--- config.mk ---
export PLATFORM = sky130hd
export DESIGN_NAME = muldiv_hilo_unit_flat
export DESIGN_NICKNAME = d
export VERILOG_FILES = /design/src/rtl/muldiv_hilo_unit_pkg.sv /design/src/rtl/muldiv_hilo_unit_if.sv /design/src/rtl/muldiv_core.sv /design/src/rtl/muldiv_hilo_unit.sv /design/src/flat_wrapper.sv
export SDC_FILE = /design/constraint.sdc
export NUM_CORES = 1
export LEC_CHECK = 0
export ABC_AREA = 1
export BUFFER_PORTS_ARGS = -buffer_cell sky130_fd_sc_hd__clkbuf_2
export CORE_MARGIN = 3
export CORE_UTILIZATION = 45
export DETAILED_ROUTE_END_ITERATION = 10
export PLACE_DENSITY = 0.72
export SYNTH_ARGS = -nofsm -noshare
export SYNTH_HDL_FRONTEND = slang
export SYNTH_SLANG_ARGS = --single-unit
--- constraint.sdc ---
create_clock -name clock -period 4.25 [get_ports clock]
set_input_delay 0.85 -clock clock [delete_from_list [all_inputs] [get_ports clock]]
set_output_delay 0.85 -clock clock [all_outputs]
set_load 0.05 [all_outputs]
--- src/rtl/muldiv_hilo_unit_pkg.sv ---
// Shared definitions for the HI/LO multiply/divide unit: function codes,
// FSM state encoding and decode helpers.
package muldiv_hilo_unit_pkg;

  localparam int WIDTH_DEF = 32;

  localparam logic [5:0] FUNC_MFHI = 6'b010000;
  localparam logic [5:0] FUNC_MTHI = 6'b010001;
  localparam logic [5:0] FUNC_MFLO = 6'b010010;
  localparam logic [5:0] FUNC_MTLO = 6'b010011;
  localparam logic [5:0] FUNC_MULT = 6'b011000;
  localparam logic [5:0] FUNC_MULTU = 6'b011001;
  localparam logic [5:0] FUNC_DIV = 6'b011010;
  localparam logic [5:0] FUNC_DIVU = 6'b011011;

  typedef enum logic [1:0] {
    IDLE = 2'd0,
    CALC = 2'd1,
    FIX  = 2'd2
  } state_e;

  // mult/multu/div/divu share the 0110xx pattern.
  function automatic logic is_muldiv(input logic [5:0] fn);
    return fn[5:2] == 4'b0110;
  endfunction

  // Any instruction that touches HI/LO: the mult/div group or mfhi/mthi/mflo/mtlo (0100xx).
  function automatic logic is_hilo(input logic [5:0] fn);
    return is_muldiv(fn) || (fn[5:2] == 4'b0100);
  endfunction

endpackage

--- src/rtl/muldiv_hilo_unit_if.sv ---
// Execute-stage bundle between the pipeline and the HI/LO unit.
interface muldiv_hilo_unit_if
  import muldiv_hilo_unit_pkg::*;
#(
  parameter int WIDTH = WIDTH_DEF
);
  logic             En;
  logic [5:0]       Function_opcode;
  logic [WIDTH-1:0] Read_data_1;
  logic [WIDTH-1:0] Read_data_2;
  logic             Stall;
  logic             Busy;
  logic             Done;
  logic [WIDTH-1:0] HiLo_Result;
  logic [WIDTH-1:0] HI;
  logic [WIDTH-1:0] LO;

  modport master (
    output En, Function_opcode, Read_data_1, Read_data_2,
    input  Stall, Busy, Done, HiLo_Result, HI, LO
  );

  modport slave (
    input  En, Function_opcode, Read_data_1, Read_data_2,
    output Stall, Busy, Done, HiLo_Result, HI, LO
  );
endinterface

--- src/rtl/muldiv_core.sv ---
// Iterative unsigned datapath: shift-add multiply or restoring divide,
// one bit per cycle, over a shared 2*WIDTH accumulator.
module muldiv_core #(
  parameter int WIDTH = 32,
  parameter int CNT_W = 6
) (
  input  logic               clock,
  input  logic               reset,
  input  logic               load_i,
  input  logic               step_i,
  input  logic               is_div_i,
  input  logic [WIDTH-1:0]   a_i,
  input  logic [WIDTH-1:0]   b_i,
  output logic               last_o,
  output logic [2*WIDTH-1:0] acc_o
);

  logic [2*WIDTH-1:0] acc_q, acc_d;
  logic [WIDTH-1:0]   opb_q;
  logic               is_div_q;
  logic [CNT_W-1:0]   cnt_q;
  logic [WIDTH:0]     sum;
  logic [WIDTH:0]     diff;

  assign last_o = cnt_q == CNT_W'(WIDTH - 1);
  assign acc_o  = acc_q;

  // One multiply or divide step on the accumulator.
  always_comb begin
    // NOTE: every always_comb output gets a default first so no path leaves it unassigned (no latch).
    acc_d = acc_q;
    sum   = {1'b0, acc_q[2*WIDTH-1:WIDTH]};
    diff  = '0;
    if (is_div_q) begin
      // Remainder:quotient shifted left; the 33-bit difference's top bit is the borrow.
      diff = acc_q[2*WIDTH-1:WIDTH-1] - {1'b0, opb_q};
      if (!diff[WIDTH]) acc_d = {diff[WIDTH-1:0], acc_q[WIDTH-2:0], 1'b1};
      else              acc_d = {acc_q[2*WIDTH-2:0], 1'b0};
    end else begin
      // Multiplier sits in the low half; the add carry shifts into the top bit.
      if (acc_q[0]) sum = {1'b0, acc_q[2*WIDTH-1:WIDTH]} + {1'b0, opb_q};
      acc_d = {sum, acc_q[WIDTH-1:1]};
    end
  end

  // Operand load on accept, then one step per CALC cycle.
  always_ff @(posedge clock) begin
    // NOTE: sequential state uses non-blocking assignments so all registers update together.
    if (reset) begin
      acc_q    <= '0;
      opb_q    <= '0;
      is_div_q <= 1'b0;
      cnt_q    <= '0;
    end else if (load_i) begin
      acc_q    <= {{WIDTH{1'b0}}, a_i};
      opb_q    <= b_i;
      is_div_q <= is_div_i;
      cnt_q    <= '0;
    end else if (step_i) begin
      acc_q <= acc_d;
      cnt_q <= cnt_q + CNT_W'(1);
    end
  end

endmodule

--- src/rtl/muldiv_hilo_unit.sv ---
// HI/LO multiply/divide unit: sequencing FSM, sign handling, HI/LO
// registers and the pipeline stall.
module muldiv_hilo_unit
  import muldiv_hilo_unit_pkg::*;
#(
  parameter int WIDTH = WIDTH_DEF,
  parameter int CNT_W = 6
) (
  input logic               clock,
  input logic               reset,
  muldiv_hilo_unit_if.slave bus
);

  state_e             state_q, state_d;
  logic [WIDTH-1:0]   hi_q, hi_d, lo_q, lo_d, raw_q;
  logic               done_q, is_div_q, neg_a_q, neg_b_q, div0_q;
  logic [5:0]         fn;
  logic               accept, signed_op, is_div_op, div0, sign_a, sign_b, core_last;
  logic [WIDTH-1:0]   abs_a, abs_b;
  logic [2*WIDTH-1:0] acc, prod_fix;
  logic [WIDTH-1:0]   quo_fix, rem_fix;

  assign fn        = bus.Function_opcode;
  assign accept    = (state_q == IDLE) && bus.En && is_muldiv(fn);
  assign signed_op = (fn == FUNC_MULT) || (fn == FUNC_DIV);
  assign is_div_op = (fn == FUNC_DIV) || (fn == FUNC_DIVU);
  assign div0      = is_div_op && (bus.Read_data_2 == '0);
  assign sign_a    = signed_op && bus.Read_data_1[WIDTH-1];
  assign sign_b    = signed_op && bus.Read_data_2[WIDTH-1];
  // Magnitude read as unsigned, so 0x80000000 stays 2^31 rather than going negative.
  assign abs_a     = sign_a ? (WIDTH'(0) - bus.Read_data_1) : bus.Read_data_1;
  assign abs_b     = sign_b ? (WIDTH'(0) - bus.Read_data_2) : bus.Read_data_2;

  muldiv_core #(.WIDTH(WIDTH), .CNT_W(CNT_W)) u_core (
    .clock    (clock),
    .reset    (reset),
    .load_i   (accept),
    .step_i   (state_q == CALC),
    .is_div_i (is_div_op),
    .a_i      (abs_a),
    .b_i      (abs_b),
    .last_o   (core_last),
    .acc_o    (acc)
  );

  assign prod_fix = neg_a_q ? ((2 * WIDTH)'(0) - acc) : acc;
  assign quo_fix  = neg_a_q ? (WIDTH'(0) - acc[WIDTH-1:0]) : acc[WIDTH-1:0];
  assign rem_fix  = neg_b_q ? (WIDTH'(0) - acc[2*WIDTH-1:WIDTH]) : acc[2*WIDTH-1:WIDTH];

  // Next state and HI/LO write selection.
  always_comb begin
    state_d = state_q;
    hi_d    = hi_q;
    lo_d    = lo_q;
    unique case (state_q)
      IDLE: begin
        if (accept)                                state_d = div0 ? FIX : CALC;
        else if (bus.En && (fn == FUNC_MTHI))      hi_d = bus.Read_data_1;
        else if (bus.En && (fn == FUNC_MTLO))      lo_d = bus.Read_data_1;
      end
      CALC: if (core_last) state_d = FIX;
      FIX: begin
        state_d = IDLE;
        if (div0_q) begin
          hi_d = raw_q;
          lo_d = '1;
        end else if (is_div_q) begin
          hi_d = rem_fix;
          lo_d = quo_fix;
        end else begin
          {hi_d, lo_d} = prod_fix;
        end
      end
      default: state_d = IDLE;
    endcase
  end

  // State, HI/LO, Done pulse and per-operation flags captured on accept.
  always_ff @(posedge clock) begin
    if (reset) begin
      state_q  <= IDLE;
      hi_q     <= '0;
      lo_q     <= '0;
      done_q   <= 1'b0;
      is_div_q <= 1'b0;
      neg_a_q  <= 1'b0;
      neg_b_q  <= 1'b0;
      div0_q   <= 1'b0;
      raw_q    <= '0;
    end else begin
      state_q <= state_d;
      hi_q    <= hi_d;
      lo_q    <= lo_d;
      done_q  <= (state_q == FIX);
      if (accept) begin
        is_div_q <= is_div_op;
        neg_a_q  <= sign_a ^ sign_b;
        neg_b_q  <= sign_a;
        div0_q   <= div0;
        raw_q    <= bus.Read_data_1;
      end
    end
  end

  assign bus.Busy        = (state_q != IDLE);
  assign bus.Done        = done_q;
  assign bus.HI          = hi_q;
  assign bus.LO          = lo_q;
  assign bus.Stall       = bus.En && is_hilo(fn) && (bus.Busy || accept);
  assign bus.HiLo_Result = (bus.En && (fn == FUNC_MFHI)) ? hi_q :
                           (bus.En && (fn == FUNC_MFLO)) ? lo_q : '0;

endmodule

--- src/flat_wrapper.sv ---
// flat-port wrapper written by rule: the top's interface ports become plain ports
module muldiv_hilo_unit_flat import muldiv_hilo_unit_pkg::*;
#(
  parameter int WIDTH = WIDTH_DEF,
  parameter int CNT_W = 6
)
  (clock, reset, bus_En, bus_Function_opcode, bus_Read_data_1, bus_Read_data_2, bus_Stall, bus_Busy, bus_Done, bus_HiLo_Result, bus_HI, bus_LO);
  muldiv_hilo_unit_if #(.WIDTH(WIDTH)) bus_i ();
  input logic clock;
  input logic reset;
  input wire logic [$bits(bus_i.En)-1:0] bus_En;
  input wire logic [$bits(bus_i.Function_opcode)-1:0] bus_Function_opcode;
  input wire logic [$bits(bus_i.Read_data_1)-1:0] bus_Read_data_1;
  input wire logic [$bits(bus_i.Read_data_2)-1:0] bus_Read_data_2;
  output wire logic [$bits(bus_i.Stall)-1:0] bus_Stall;
  output wire logic [$bits(bus_i.Busy)-1:0] bus_Busy;
  output wire logic [$bits(bus_i.Done)-1:0] bus_Done;
  output wire logic [$bits(bus_i.HiLo_Result)-1:0] bus_HiLo_Result;
  output wire logic [$bits(bus_i.HI)-1:0] bus_HI;
  output wire logic [$bits(bus_i.LO)-1:0] bus_LO;
  assign bus_i.En = bus_En;
  assign bus_i.Function_opcode = bus_Function_opcode;
  assign bus_i.Read_data_1 = bus_Read_data_1;
  assign bus_i.Read_data_2 = bus_Read_data_2;
  assign bus_Stall = bus_i.Stall;
  assign bus_Busy = bus_i.Busy;
  assign bus_Done = bus_i.Done;
  assign bus_HiLo_Result = bus_i.HiLo_Result;
  assign bus_HI = bus_i.HI;
  assign bus_LO = bus_i.LO;
  muldiv_hilo_unit #(.WIDTH(WIDTH), .CNT_W(CNT_W)) u_core (.clock(clock), .reset(reset), .bus(bus_i));
endmodule
Word-level counts from Yosys, hierarchy flattened
Cells that the tools add are included.
{"block": "word_totals", "ff_bits": 205, "wordCells": 91, "out_inout_bits": 99, "inputBits": 73}
{"block": "classes", "addsub": 8, "bitwise_logic": 1, "n_mux": 27, "n_reduce_logical": 24, "eq_ne": 18}
{"cell": "$mux 32", "n": 17}
{"cell": "$mux 64", "n": 3}
{"cell": "$pmux 32 s2", "n": 2}
{"cell": "$sub 1x32->32 const A", "n": 4}
{"cell": "$sub 1x64->64 const A", "n": 1}
{"cell": "$eq 6x5->1 const B", "n": 8}
{"cell": "$add 32x32->33", "n": 1}
{"cell": "$mux 33", "n": 1}
{"cell": "$sub 33x32->33", "n": 1}
{"cell": "$logic_not 32->1", "n": 1}
{"cell": "$logic_and 1x1->1", "n": 11}
{"cell": "$eq 4x3->1 const B", "n": 2}
{"cell": "$ne 2x1->1 const B", "n": 4}
{"cell": "$add 6x1->6 const B", "n": 1}
{"cell": "$mux 2", "n": 3}
{"cell": "$reduce_bool 2->1", "n": 3}
{"cell": "$logic_or 1x1->1", "n": 4}
{"cell": "$ne 2x2->1 const B", "n": 2}
{"cell": "$pmux 2 s2", "n": 1}
{"cell": "$reduce_and 4->1", "n": 1}
{"cell": "$reduce_and 3->1", "n": 1}
{"cell": "$eq 2x1->1 const B", "n": 1}
{"cell": "$eq 2x2->1 const B", "n": 1}
{"cell": "$logic_not 2->1", "n": 1}
{"cell": "3 further kinds", "n": 3}

Depth between registers and ports, before layout
Gate-level depths: netlist of the first run.
{"block": "logic_depth", "depth_word": 6, "ltp_mapped": 17}

Cells and area by module
From an unflattened synthesis of the first run, not the netlist that was laid out.
{"block": "hier_totals", "hier_cells": 3510, "area_unflattened_um2": 20110.5}
{"module": "muldiv_core", "area_per_inst_um2": 10573.9, "cells_per_inst": 1865, "instances": 1, "seq_area_each_um2": 2062.0}
{"module": "muldiv_hilo_unit", "area_per_inst_um2": 9536.6, "cells_per_inst": 1645, "instances": 1, "seq_area_each_um2": 2062.0}

Worst setup path after synthesis of the first run
Ideal clock, no wire load.
{"block": "synth_timing", "path_kind": "input to output", "startpoint": "input port bus_Function_opcode[5]", "endpoint": "output port bus_Stall", "t_arrival_ns": 2.450, "path_buffers": 2, "cell_stages": 7, "t_required_ns": 3.400, "setup_slack_ns": 0.950, "cell_sequence": "inv_1 nand2_1 nor2_2 nand3_2 buf_2 buf_1 a21oi_1"}
{"block": "synth_via", "elab_chain_cells": 4}
{"item": "from (decl)", "line_no": "flat_wrapper.sv:12", "source": "input wire logic [$bits(bus_i.Function_opcode)-1:0] bus_Function_opcode;"}
{"item": "$eq 4x3->1, on equally long branches", "line_no": "muldiv_hilo_unit_pkg.sv:24, muldiv_hilo_unit_pkg.sv:29"}
{"item": "$logic_or 1x1->1 / $logic_and 1x1->1 (equally long branches)", "line_no": "muldiv_hilo_unit_pkg.sv:29, muldiv_hilo_unit.sv:24"}
{"item": "$logic_and 1x1->1 / $logic_or 1x1->1 (equally long branches)", "line_no": "muldiv_hilo_unit.sv:109", "source": "assign bus.Stall = bus.En && is_hilo(fn) && (bus.Busy || accept);"}
{"item": "$logic_and 1x1->1 (*)", "line_no": "muldiv_hilo_unit.sv:109"}
{"item": "to (decl)", "line_no": "flat_wrapper.sv:15", "source": "output wire logic [$bits(bus_i.Stall)-1:0] bus_Stall;"}
Mark *: on every way between the ends. The rest lies on a longest branch, timed or not.

Worst setup path in the final report of the first run
{"block": "layout_timing", "startpoint": "input port bus_Function_opcode[5]", "endpoint": "output port bus_HiLo_Result[4]"}
{"block": "layout_via", "elab_chain_cells": 4}
{"item": "$eq 6x5->1", "line_no": "muldiv_hilo_unit.sv:111", "source": "(bus.En && (fn == FUNC_MFLO)) ? lo_q : '0;"}
{"item": "$logic_and 1x1->1", "line_no": "muldiv_hilo_unit.sv:111"}
{"item": "$mux 32", "line_no": "muldiv_hilo_unit.sv:111"}
{"item": "$mux 32 (*)", "line_no": "muldiv_hilo_unit.sv:110", "source": "assign bus.HiLo_Result = (bus.En && (fn == FUNC_MFHI)) ? hi_q :"}
{"item": "to (decl)", "line_no": "flat_wrapper.sv:18", "source": "output wire logic [$bits(bus_i.HiLo_Result)-1:0] bus_HiLo_Result;"}
Marks and branches as above.

==> run_results.csv, run 1 <==
group,metric,value,unit
power_and_ir_drop,p_leak,10.4,nW
setup_path,reg2regPathDepth,8,
synth,synth.area.mux_share,0.000530,
timing,worst_pin_slew,1.14,ns
route,first_pass_iters,6,
cells_and_area,drive_gt1_frac,0.0920,
worst_hold_path,hp-start,"u_core.raw_q[26]",
setup_path,crit_path_end_kind,"output port",
place,dp_cells,3954,
synth,synth-seq-cells,205,
route,viasPerCell,5.74,
grt,groute.layer.met1.usage,0.440,
cells_and_area,final_cells,3998,
grt,use_met2,0.526,
clocking,post_cts_resized,0,
route,drtIter0Drc,2586,
synth,ys.flop_type,"dfxtp_1",
synth,syn_area,0.0189,mm²
cells_and_area,antenna_cells,0,
setup_path,crit_top_cell,"clkbuf_2",
cells_and_area,seqCellArea,0.00411,mm²
cells_and_area,multi_input_area,0.0122,mm²
cells_and_area,fill_cells,4465,
synth,yosys.cell_count.top_type,"nand2_1",
worst_hold_path,hold_class,"register to register",
synth,yosysWarningCount,0,
cells_and_area,final_util,0.510,
synth,syn_inst,3363,
setup_path,critPathMaxFanout,32,
setup_path,cp_slowest_cell,"clkbuf_2",
clocking,cts_tree,"built",
timing,drv_slew,0,
place,port_buffers,171,
grt,track_usage,0.333,
setup_path,reg2reg_setup_slack,1.20,ns
setup_path,reg2reg_from,"u_core.is_div_q",
floorplanning,dieHeight,211,µm
timing,finalSetupViolations,0,
cells_and_area,area_growth,11.0,%
grt,grt_max_degree,97,
place,place.gp.congestion,1.03,
synth,synth_area_leader_cell,"dfxtp_1",
place,dp_hpwl,59600,µm
clocking,path_clk_slew,0.06,ns
setup_path,r2r-end,"u_core.bus.HI[14]",
grt,grt_overflow_total,0,
route,vias,22900,
timing,tns,0,ns
grt,grt_antenna_before_repair,0,
clocking,numCtsBuffers,25,
synth,avgSynthCellArea,5.61,µm²
setup_path,crit_chain,"clkbuf_2, inv_1, nand2_1, nor3_4, nand4_1, buf_4, o22ai_1, clkbuf_2",
grt,grt_pass1_vias,20800,
power_and_ir_drop,p_total,6.02,mW
synth,synth-edff-count,0,
setup_path,cp_num_buf_inv,4,
grt,grt_pass1_wl,118000,µm
timing,period_minus_slack,3.10,ns
synth,synth_nets,3507,
synth,synth-simple-area-share,0.368,
power_and_ir_drop,powerDensity,287,mW/mm²
worst_hold_path,worstHoldPathCells,2,
power_and_ir_drop,ir_drop,255,µV
synth,synth_compound_area_frac,0.208,
setup_path,critical_path.top_delay_family,"buffers and inverters",
timing,layout_worst_path_cycle_share,0.729,
grt,gr-max-usage-layer,"met2",
clocking,htree_levels,1,
setup_path,critical_path.max_stage_delay,0.33,ns
floorplanning,initial_core_util,0.459,
synth,synth-seq-area-share,0.217,
timing,skew,0.0215,ns
synth,async_flop_share,0,
clocking,cts_setup_buffers,0,
cells_and_area,num-nets-final,3593,
floorplanning,fp.coreArea,0.0411,mm²
setup_path,start_kind,"input port",
synth,synthAdderAreaFrac,0.0479,
clocking,clockRootBuffer,"clkbuf_16",
timing,max_slew_margin,0.236,
clocking,holdBufCountCts,0,
synth,synth_top_area_frac,0.217,
grt,met3_usage,0.0659,
worst_hold_path,min_to,"u_core.raw_q[26]",
timing,max_freq,0.323,GHz
timing,whs,0.471,ns
run,cap_viol_max_count,0,
clocking,cts_sinks,205,
synth,netlist_top_cells_count,"833 x nand2_1, 522 x inv_1, 428 x nor2_1",
route,drc,0,
setup_path,path_class,"input port to output port",
clocking,cts_buffer_depth,3,
route,drt_wl_total,76500,µm
clocking,clk_latency,0.55,ns
floorplanning,rows,74,
synth,synth.distinct_cells,56,
floorplanning,ioPinCount,172,
setup_path,cp_data_required_time,3.40,ns
synth,synth-xor-area-share,0.0204,
status,status,"finished clean",
timing,finalHoldViolCount,0,
floorplanning,fp.dieArea,0.0444,mm²
route,routedWlPerCell,19.1,µm
floorplanning,die_w,211,µm
setup_path,cp.arrival,2.25,ns
setup_path,cp.depth,8,
timing,grt_setup_unrepaired,"false",
synth,synth_area_leaders,"dfxtp_1 22%, nand2_1 17%, inv_1 10%, nor2_1 8.5%, a21oi_1 7.6%",
synth,synth_top_family_by_area,"simple AND/OR/NAND/NOR gates",
route,antenna_left,0,
[kinds of logic after synthesis]
kind of cell             count (synthesis)
AO/OA/AOI/OAI                          713
multiplexers                             1
XOR/XNOR                                44
flip-flops                             205
AND/OR/NAND/NOR                       1653
adder cells (fa/ha/maj)                 71
buffers and inverters                  676
[power by group]
group          switching, mW  internal, mW  total (mW)
clock network          0.894          1.47        2.37
logic                   1.17         0.460        1.63
registers             0.0584          1.96        2.02
total                   2.13          3.89        6.02
[through the flow]
step,instance area (µm²),setup WS [ns]
floorplan,18900,0.950
global placement,20100,1.11
detailed placement,20100,1.10
CTS,21000,1.14
global route,21000,1.09
finish,21000,1.15
[layout by cell type (no fill, tap or decap), types with 10 or more instances in the layout]
| cell type | Yosys | layout |
|---|---|---|
| nand2_1 | 833 | 833 |
| inv_1 | 522 | 519 |
| nor2_1 | 428 | 426 |
| a21oi_1 | 288 | 287 |
| o21ai_0 | 258 | 258 |
| nand3_1 | 250 | 250 |
| dfxtp_1 | 205 | 202 |
| clkbuf_2 | 0 | 171 |
| ha_1 | 69 | 69 |
| o22ai_1 | 51 | 51 |
| nand4_1 | 38 | 38 |
| xor2_1 | 33 | 33 |
| nor3_1 | 33 | 33 |
| clkbuf_16 | 0 | 25 |
| buf_4 | 5 | 25 |
| o211ai_1 | 20 | 20 |
| a31oi_1 | 19 | 19 |
| inv_2 | 14 | 16 |
| o21bai_1 | 16 | 16 |
| nand2_2 | 12 | 12 |
| nor4_1 | 11 | 11 |
| xnor2_1 | 11 | 11 |
| nor2_2 | 10 | 10 |
| o21ai_1 | 10 | 10 |
| a221oi_1 | 10 | 10 |
[final cells by class]
class                      instances  share of cell area
multi-input combinational       2482               0.581
sequential                       205               0.196
inverter                         537              0.0962
timing repair buffer             198              0.0517
clock buffer                      38              0.0365
tap                              532              0.0318
clock inverter                     6             0.00639
[worst max path at each step]
stage | from | end | slack, ns
2_1_floorplan | bus_Function_opcode[5] | bus_Stall | 0.95
3_3_place_gp | bus_Function_opcode[5] | u_core.u_core.opb_q[22] | 1.11
3_5_place_dp | bus_Function_opcode[5] | u_core.u_core.opb_q[22] | 1.10
4_1_cts | bus_Function_opcode[5] | bus_HiLo_Result[4] | 1.14
5_1_grt | bus_Function_opcode[5] | bus_HiLo_Result[4] | 1.09
6_report | bus_Function_opcode[5] | bus_HiLo_Result[4] | 1.15
[state kept, by name, summed over array words and instances (netlist names)]
register / cells
u_core.bus.HI: 32
u_core.bus.LO: 32
u_core.is_div_q: 1
u_core.raw_q: 32
u_core.neg_b_q: 1
u_core.neg_a_q: 1
u_core.state_q: 2
u_core.u_core.acc_o: 64
u_core.bus.Done: 1
u_core.div0_q: 1
u_core.u_core.opb_q: 32
u_core.u_core.cnt_q: 6
[per-layer routing]
layer,up-vias,wire length [µm]
met1,10400,31500
met4,0,3910
met5,-,0
li1,11100,-
met2,1310,33100
met3,229,8010
[worst register-to-register path, stage by stage, from the launching register on]
cell and delay, ns:
dfxtp_4 0.73, buf_4 0.66, o21ai_1 0.24, nor2_1 0.32, inv_1 0.08, nand2_1 0.09, nor2_1 0.04, o21ai_0 0.60
a21oi_1 0.13
No activity file was read; power rests on OpenSTA's default activity.
==> inputs of run 2 (changes only) <==
PLACE_DENSITY = 0.75   (was 0.72)
clock period = 2.8 ns   (was 4.25 ns; I/O delays follow)
==> run_results.csv, run 2 (synthesis results as in run 1) <==
group,metric,value,unit
setup_path,start_kind,"register",
place,dp_cells,4036,
floorplanning,fp.dieArea,0.0444,mm²
setup_path,crit_chain,"inv_1, ha_1, nand2_1, inv_1, nand2_1, nor2_2, nand2_1, nand2_1, nand2_2, nand3_1, nand2_8, buf_4, nor2_1, nor2_1, nor2_1, nor2_1",
route,vias,22900,
power_and_ir_drop,p_leak,10.8,nW
clocking,htree_levels,1,
timing,max_slew_margin,0.462,
timing,max_freq,0.380,GHz
clocking,clockRootBuffer,"clkbuf_16",
timing,fin_ws,0.168,ns
cells_and_area,area_growth,15.4,%
setup_path,cp_data_required_time,3.23,ns
grt,grt_antenna_before_repair,0,
floorplanning,die_w,211,µm
clocking,cts_buffer_depth,3,
clocking,cts_sinks,205,
run,cap_viol_max_count,0,
floorplanning,initial_core_util,0.459,
place,port_buffers,171,
cells_and_area,layout_commonest_cell,"nand2_1",
place,pre_cts_ws,-0.0304,ns
cells_and_area,largest_register_ffs,64,
place,dpl_cell_area,0.0210,mm²
timing,finalSetupViolations,0,
power_and_ir_drop,p_total,8.74,mW
clocking,path_clk_slew,0.06,ns
clocking,cts_setup_buffers,0,
grt,grt_pass1_vias,21100,
clocking,cts_tree,"built",
floorplanning,ioPinCount,172,
route,antenna_left,0,
setup_path,crit_path_end_kind,"register",
grt,grt_overflow_total,0,
cells_and_area,antenna_cells,0,
grt,grt_pass1_wl,119000,µm
cells_and_area,final_cells,4078,
route,routedWlPerCell,19.0,µm
route,drc,0,
timing,drv_slew,0,
clocking,clk_latency,0.56,ns
cells_and_area,layout_common_cells,"833 x nand2_1, 520 x inv_1, 426 x nor2_1",
place,dp_hpwl,62100,µm
place,place.gp.congestion,1.02,
route,viasPerCell,5.63,
floorplanning,dieHeight,211,µm
timing,finalHoldViolCount,0,
setup_path,path_class,"register to register",
power_and_ir_drop,ir_drop,402,µV
setup_path,cp_num_buf_inv,3,
setup_path,critPathMaxFanout,12,
floorplanning,rows,74,
timing,grt_setup_unrepaired,"true",
setup_path,critical_path.max_stage_delay,0.43,ns
worst_hold_path,hold_class,"input port to register",
setup_path,critical_path.top_delay_family,"simple AND/OR/NAND/NOR gates",
route,drtIter0Drc,2383,
status,status,"finished clean",
grt,grt_max_degree,112,
floorplanning,fp.coreArea,0.0411,mm²
timing,worst_pin_slew,0.806,ns
setup_path,cp_slowest_cell,"ha_1",
route,drt_wl_total,77600,µm
grt,track_usage,0.337,
cells_and_area,design_area,0.0218,mm²
clocking,numCtsBuffers,24,
setup_path,cp.arrival,3.07,ns
route,first_pass_iters,6,
timing,layout_worst_path_cycle_share,0.940,
timing,period_minus_slack,2.63,ns
timing,skew,0.0236,ns
cells_and_area,drive_gt1_frac,0.113,
cells_and_area,num-nets-final,3674,
power_and_ir_drop,powerDensity,401,mW/mm²
## run 2: cell count changes in the layout (fill, tap and decap cells not counted), sizes merged
cell,delta
clkinvlp,+3
bufinv,-3
clkbuf,-23
buf,+100
clkinv,+3
## run 2: tightest hold or removal path, stage by stage
cell and delay (ns):
clkbuf_2 0.11, nand3_1 0.07, o21ai_0 0.06
## run 2: power breakdown
group | leakage, nW | internal [mW] | switching, mW
Combinational | 8.81 | 0.794 | 1.78
Sequential | 1.66 | 2.97 | 0.0624
Clock | 0.368 | 1.78 | 1.35
## run 2: layer usage
metal  GRT usage  wire, µm  vias to the layer above  share of wire
met5           0         0                        -              0
met4       0.175      4540                        0          0.058
met3      0.0512      7430                      232          0.096
met2       0.553     34700                     1235           0.45
met1       0.430     30900                    10300           0.40
li1            -         -                    11200              -
## run 2: area by class of cell
class	count	area, µm²
fillers	4362	19300
multi-input cells	2482	12200
flip-flops and latches	205	4110
inverters	537	2020
well taps	532	666
clock inverters	9	88.8
repair buffers	280	2020
clock buffers	33	674
## run 2: worst paths after layout
check | slack [ns] | to | from | cells after the start
worst max-delay path | 0.17 | u_core.u_core.acc_o[61] | u_core.u_core.opb_q[9] | 16
worst min-delay path | 0.29 | u_core.raw_q[1] | bus_Read_data_1[1] | 3
worst max register to register | 0.17 | u_core.u_core.acc_o[61] | u_core.u_core.opb_q[9] | 16
worst min register to register | 0.47 | u_core.raw_q[0] | u_core.raw_q[0] | 2
## run 2: what timing repair did
item,4_1_cts,5_1_grt
setup endpoints to repair,0,2
gates resized for setup,0,2
hold buffers,0,0
## run 2: through the flow
stage,hold slack [ns],setup TNS [ns],utilization
global route,0.334,-0.0157,0.529
global placement,0.453,-0.0128,0.511
CTS,0.277,0,0.529
finish,0.291,0,0.529
detailed placement,0.458,-0.0304,0.511
floorplan,0.439,0,-
